### config.mk
export PLATFORM = sky130hd
export DESIGN_NAME = conv_engine
export DESIGN_NICKNAME = d
export VERILOG_FILES = /design/src/rtl/conv_engine.sv
export SDC_FILE = /design/constraint.sdc
export NUM_CORES = 1
export LEC_CHECK = 0
export CAP_MARGIN = 0
export CORE_MARGIN = 2
export CORE_UTILIZATION = 54
export CTS_CLUSTER_DIAMETER = 50
export CTS_CLUSTER_SIZE = 8
export DETAILED_ROUTE_END_ITERATION = 10
export PLACE_DENSITY = 0.82
export RECOVER_POWER = 100
export REMOVE_ABC_BUFFERS = 1
export SYNTH_ARGS = -nofsm -noshare
export SYNTH_HDL_FRONTEND = slang
export SYNTH_SLANG_ARGS = --single-unit
export TNS_END_PERCENT = 1
### constraint.sdc
create_clock -name clk -period 4.6 [get_ports clk]
set_input_delay 0.92 -clock clk [delete_from_list [all_inputs] [get_ports clk]]
set_output_delay 0.92 -clock clk [all_outputs]
set_load 0.01 [all_outputs]
### src/rtl/conv_engine.sv
// ---------------------------------------------------------------------------
// conv_engine
// Sequential convolution core: z[i] = sum_k x[k]*y[i-k], i = 0..sx+sy-2.
// Operands are read from the X/Y sample memories (1-cycle read latency).
// Each saturated result word is written to the Z memory over its write port.
//
// Ports
//   clk, rst_n        clock, asynchronous active-low reset
//   start             job request, sampled only while idle
//   size_x, size_y    operand lengths, latched when start is accepted
//   x_addr/x_rd/x_data  X memory read port (data valid the cycle after x_rd)
//   y_addr/y_rd/y_data  Y memory read port (data valid the cycle after y_rd)
//   z_addr/z_we/z_data  Z memory write port, one z_we pulse per result
//   busy              high whenever the engine is not idle
//   done              single-cycle pulse at the end of a job
//
// Handshake: start is a level sampled in IDLE only. Once accepted, busy stays
// high until the cycle after the done pulse. start seen while busy is dropped.
// Reset abandons any job without a done pulse.
// ---------------------------------------------------------------------------
module conv_engine #(
  parameter int DATA_WIDTH = 8,
  parameter int ADDR_WIDTH = 5
) (
  input  logic                  clk,
  input  logic                  rst_n,
  input  logic                  start,
  input  logic [ADDR_WIDTH-1:0] size_x,
  input  logic [ADDR_WIDTH-1:0] size_y,
  output logic [ADDR_WIDTH-1:0] x_addr,
  output logic                  x_rd,
  input  logic [DATA_WIDTH-1:0] x_data,
  output logic [ADDR_WIDTH-1:0] y_addr,
  output logic                  y_rd,
  input  logic [DATA_WIDTH-1:0] y_data,
  output logic [ADDR_WIDTH:0]   z_addr,
  output logic                  z_we,
  output logic [DATA_WIDTH-1:0] z_data,
  output logic                  busy,
  output logic                  done
);

  localparam int AW    = ADDR_WIDTH;
  localparam int AW1   = ADDR_WIDTH + 1;
  localparam int DW    = DATA_WIDTH;
  localparam int PW    = 2 * DATA_WIDTH;
  localparam int ACC_W = 2 * DATA_WIDTH + ADDR_WIDTH;

  typedef enum logic [2:0] {
    S_IDLE  = 3'd0,
    S_SETUP = 3'd1,
    S_FETCH = 3'd2,
    S_MAC   = 3'd3,
    S_WRITE = 3'd4,
    S_DONE  = 3'd5
  } state_t;

  state_t             state_q;
  logic [AW-1:0]      sx_q, sy_q;
  logic [AW1-1:0]     i_q;
  logic [AW-1:0]      k_q, k_hi_q;
  logic [ACC_W-1:0]   acc_q;
  logic [AW-1:0]      x_addr_q, y_addr_q;
  logic               x_rd_q, y_rd_q;
  logic [AW1-1:0]     z_addr_q;
  logic               z_we_q;
  logic [DW-1:0]      z_data_q;
  logic               busy_q, done_q;

  // Combinational helpers feeding the FSM
  logic [AW1-1:0]     i_plus1_d;
  logic [AW-1:0]      k_lo_d, k_hi_d, sx_m1_d, y_lo_d, k_nx_d, y_nx_d;
  logic [AW1-1:0]     i_last_d;
  logic [PW-1:0]      prod_d;
  logic [ACC_W-1:0]   acc_d;

  function automatic logic [DW-1:0] sat(input logic [ACC_W-1:0] a);
    if (|a[ACC_W-1:DW]) sat = '1;
    else                sat = a[DW-1:0];
  endfunction

  always_comb begin
    i_plus1_d = i_q + AW1'(1);
    // First term index: max(0, i - sy + 1)
    if (i_plus1_d > {1'b0, sy_q}) k_lo_d = AW'(i_plus1_d - {1'b0, sy_q});
    else                          k_lo_d = '0;
    // Last term index: min(i, sx - 1)
    sx_m1_d  = sx_q - AW'(1);
    k_hi_d   = (i_q < {1'b0, sx_m1_d}) ? i_q[AW-1:0] : sx_m1_d;
    // i - k always lies in 0..sy-1 for valid k, so truncation is safe
    y_lo_d   = AW'(i_q - {1'b0, k_lo_d});
    k_nx_d   = k_q + AW'(1);
    y_nx_d   = AW'(i_q - {1'b0, k_nx_d});
    i_last_d = {1'b0, sx_q} + {1'b0, sy_q} - AW1'(2);
    prod_d   = PW'(x_data) * PW'(y_data);
    acc_d    = acc_q + ACC_W'(prod_d);
  end

  always_ff @(posedge clk or negedge rst_n) begin
    if (!rst_n) begin
      state_q  <= S_IDLE;
      sx_q     <= '0;
      sy_q     <= '0;
      i_q      <= '0;
      k_q      <= '0;
      k_hi_q   <= '0;
      acc_q    <= '0;
      x_addr_q <= '0;
      y_addr_q <= '0;
      x_rd_q   <= 1'b0;
      y_rd_q   <= 1'b0;
      z_addr_q <= '0;
      z_we_q   <= 1'b0;
      z_data_q <= '0;
      busy_q   <= 1'b0;
      done_q   <= 1'b0;
    end else begin
      case (state_q)
        S_IDLE: begin
          if (start) begin
            sx_q   <= size_x;
            sy_q   <= size_y;
            busy_q <= 1'b1;
            if (size_x == '0 || size_y == '0) begin
              state_q <= S_DONE;
              done_q  <= 1'b1;
            end else begin
              i_q     <= '0;
              state_q <= S_SETUP;
            end
          end
        end
        S_SETUP: begin
          // Read strobes are registered, so the first fetch is issued here
          acc_q    <= '0;
          k_q      <= k_lo_d;
          k_hi_q   <= k_hi_d;
          x_rd_q   <= 1'b1;
          y_rd_q   <= 1'b1;
          x_addr_q <= k_lo_d;
          y_addr_q <= y_lo_d;
          state_q  <= S_FETCH;
        end
        S_FETCH: begin
          x_rd_q  <= 1'b0;
          y_rd_q  <= 1'b0;
          state_q <= S_MAC;
        end
        S_MAC: begin
          acc_q <= acc_d;
          if (k_q < k_hi_q) begin
            k_q      <= k_nx_d;
            x_rd_q   <= 1'b1;
            y_rd_q   <= 1'b1;
            x_addr_q <= k_nx_d;
            y_addr_q <= y_nx_d;
            state_q  <= S_FETCH;
          end else begin
            // Final accumulate feeds the write port directly
            z_we_q   <= 1'b1;
            z_addr_q <= i_q;
            z_data_q <= sat(acc_d);
            state_q  <= S_WRITE;
          end
        end
        S_WRITE: begin
          z_we_q   <= 1'b0;
          z_data_q <= '0;
          if (i_q < i_last_d) begin
            i_q     <= i_plus1_d;
            state_q <= S_SETUP;
          end else begin
            done_q  <= 1'b1;
            state_q <= S_DONE;
          end
        end
        S_DONE: begin
          done_q  <= 1'b0;
          busy_q  <= 1'b0;
          state_q <= S_IDLE;
        end
        default: begin
          state_q <= S_IDLE;
          busy_q  <= 1'b0;
          done_q  <= 1'b0;
        end
      endcase
    end
  end

  assign x_addr = x_addr_q;
  assign x_rd   = x_rd_q;
  assign y_addr = y_addr_q;
  assign y_rd   = y_rd_q;
  assign z_addr = z_addr_q;
  assign z_we   = z_we_q;
  assign z_data = z_data_q;
  assign busy   = busy_q;
  assign done   = done_q;

endmodule

==> reports/metrics.cfg <==
[grt]
antenna_found_initial=0
grt_pass1_wl_um=33500
grt_pass1_vias=6896
grt_remaining_overflow=0
grt_usage=0.300
grt_max_degree=74

[finish]
drive_above_1_share=0.234
nets=1092
fillCellCount=812
syn2layout_area_growth_pct=31.0
final_util=0.726
n_antenna_cell=0

[cts]
insertion_delay_ps=340
cts_root_buffer=clkbuf_16
clock_sinks=73
clockBufferDepth=2
path_clk_slew_ps=60
cts_tree=yes
htree_levels=3
cts_buffers=9
hold_buffers=0

[route]
wl_um=20900
drtAntennaViolNets=0
dr.pass1.iters=5
vias=6554
vias_per_cell=5.89
drc=0
post_drt_wl_per_cell_um=18.8
dr.first_iter.drc_count=501

[synth]
synthMuxAreaShare=0.0290
yosys.area.top_type_share=0.261
ys_top_cells_by_area=dfrtp_1 26%, fa_1 15%, ha_1 13%
synth.ff_latch_count=73
synth_common_cells=139 x inv_1, 90 x nand2_1, 75 x ha_1
synthSimpleGateAreaFrac=0.148
seq_area_frac_synth=0.261
synth_top_cell_by_area=dfrtp_1
ys.flop_type=dfrtp_1
synth_edf_count=0
synth_compound_gate_area_share=0.153
synthXorXnorAreaFrac=0.0350
yosysMostFrequentCell=inv_1
synthCells=794
ys_types=59
synth_fa_ha_area_frac=0.286
synth_top_family_by_area=adder cells
async_flop_share=1.00
syn_area_per_cell_um2=8.81
syn_area_mm2=0.00700
synth_warnings=0

[worst_setup_path]
r2r_setup_slack_ps=-170
cp_max_fo=8
cp-end-kind=flop
r2r_start=acc_q[7]
start_kind=input pin
crit_type=input pin to flop
critPathArrivalTime_ps=5390
crit_required_ps=4840
critPathLaunch=x_data[4]

[timing]
final_hold_viol_count=0
fin_crit_ps=5150
finClkSkew_ps=9.20
rsz0062_at_grt=true
tightest_slew_ps=1840
period_share=1.12
setup_ws_ps=-553
finalSetupViolCount=18
drv_slew=74
slew_headroom=-0.229
max_freq_ghz=0.194

[outcome]
violations=max-capacitance violations, max-slew violations, negative setup slack
status=finished with violations

[floorplanning]
num_rows=41
die-area_mm2=0.0139
die_w_um=118
die_height_um=118
core_region_area_mm2=0.0126
start_util=0.555
io-pin-count=58

[place]
gp_congestion=0.891
numPortBuffers=57
place_hpwl_um=13500

[hold_path]
hold_path.class=flop to flop
hp-start=z_addr[5]

[run]
cap_viol_max_count=1

[metrics by stage]
step | hold slack (ps) | instance area (um^2) | TNS [ps] | setup slack (ps) | instances
finish | 470 | 9170 | -6230 | -553 | 1112
global route | 498 | 9170 | -8690 | -722 | 1112
global placement | 458 | 8290 | -26390 | -1480 | 1080
floorplan | 445 | 6900 | -9310 | -874 | 771
CTS | 480 | 9060 | -4120 | -381 | 1112
detailed placement | 465 | 8290 | -28050 | -1580 | 1080
[sequential cells by signal, indices dropped and copies added, names as in the netlist]
signal and count:
sx_q 5, done 1, busy 1, z_data 8
state_q 3, sy_q 5, acc_q 21, z_addr 6
y_rd 1, y_addr 5, k_hi_q 5, z_we 1
i_q 6, x_addr 5
[metal layers]
layer | track usage | part of all wire | vias up
met5 | 0 | 0 | -
met4 | 0.129 | 0.042 | 0
met3 | 0.0499 | 0.071 | 91
met2 | 0.535 | 0.51 | 349
met1 | 0.355 | 0.37 | 3176
li1 | - | - | 2938
[cell usage in the layout, fill, tap and decap left out, drive strengths merged, types with 21 or more instances in the layout]
cell type	synthesis	final
nor2	35	35
ha	75	75
dfrtp	73	73
nand2	90	90
inv	139	140
dlygate4sd3	0	30
and2	32	32
buf	4	110
fa	53	53
o21ai	43	43
a21oi	38	38
xnor2	21	21
[logic make-up (layout without fill, tap and decap cells)]
| kind of cell | count (synthesis) | count (layout) |
|---|---|---|
| and+or+nand+nor | 216 | 216 |
| AOI/OAI and AO/OA | 168 | 168 |
| buffers and inverters | 162 | 308 |
| DFF | 73 | 73 |
| adders and majority gates | 128 | 128 |
| muxes | 19 | 19 |
| xor gates and xnor gates | 28 | 28 |
[critical path, stage by stage]
cell	delay [ps]
buf_6	110
buf_4	140
and2_4	130
fa_2	390
fa_1	500
fa_1	570
inv_1	60
fa_1	490
inv_2	50
ha_4	200
buf_4	150
a21oi_2	150
nand2_2	90
buf_4	150
o211ai_1	270
nand2_1	150
o311ai_2	400
nor4_4	90
buf_6	150
a31oi_1	230
[repair_timing]
| item | CTS | global route |
|---|---|---|
| setup endpoints to repair | 23 | 21 |
| buffers inserted | 16 | 0 |
| pin swaps | 63 | 10 |
| resized for setup | 161 | 29 |
[area by class of cell]
type / count / area [um^2] / share of cell area
well taps: 172 / 215 / 0.0235
multi-input cells: 559 / 5000 / 0.546
inverters: 139 / 522 / 0.0569
repair buffers: 153 / 1290 / 0.141
flip-flops and latches: 73 / 1830 / 0.199
clock buffers: 11 / 243 / 0.0265
clock inverters: 5 / 63.8 / 0.00696
[path summary, 6_finish.rpt]
| path | endpoint | cells past startpoint |
|---|---|---|
| setup / recovery | z_data[1] | 20 |
| setup reg to reg | z_data[1] | 19 |
| hold reg to reg | z_addr[5] | 2 |
| min in group asynchronous | z_addr[3] | 1 |
| hold / removal | z_addr[5] | 2 |
| max in group asynchronous | acc_q[15] | 1 |
Power is left out: the tool's default activity adds up to more than one toggle a clock period on the data nets, which glitch-free logic cannot reach.
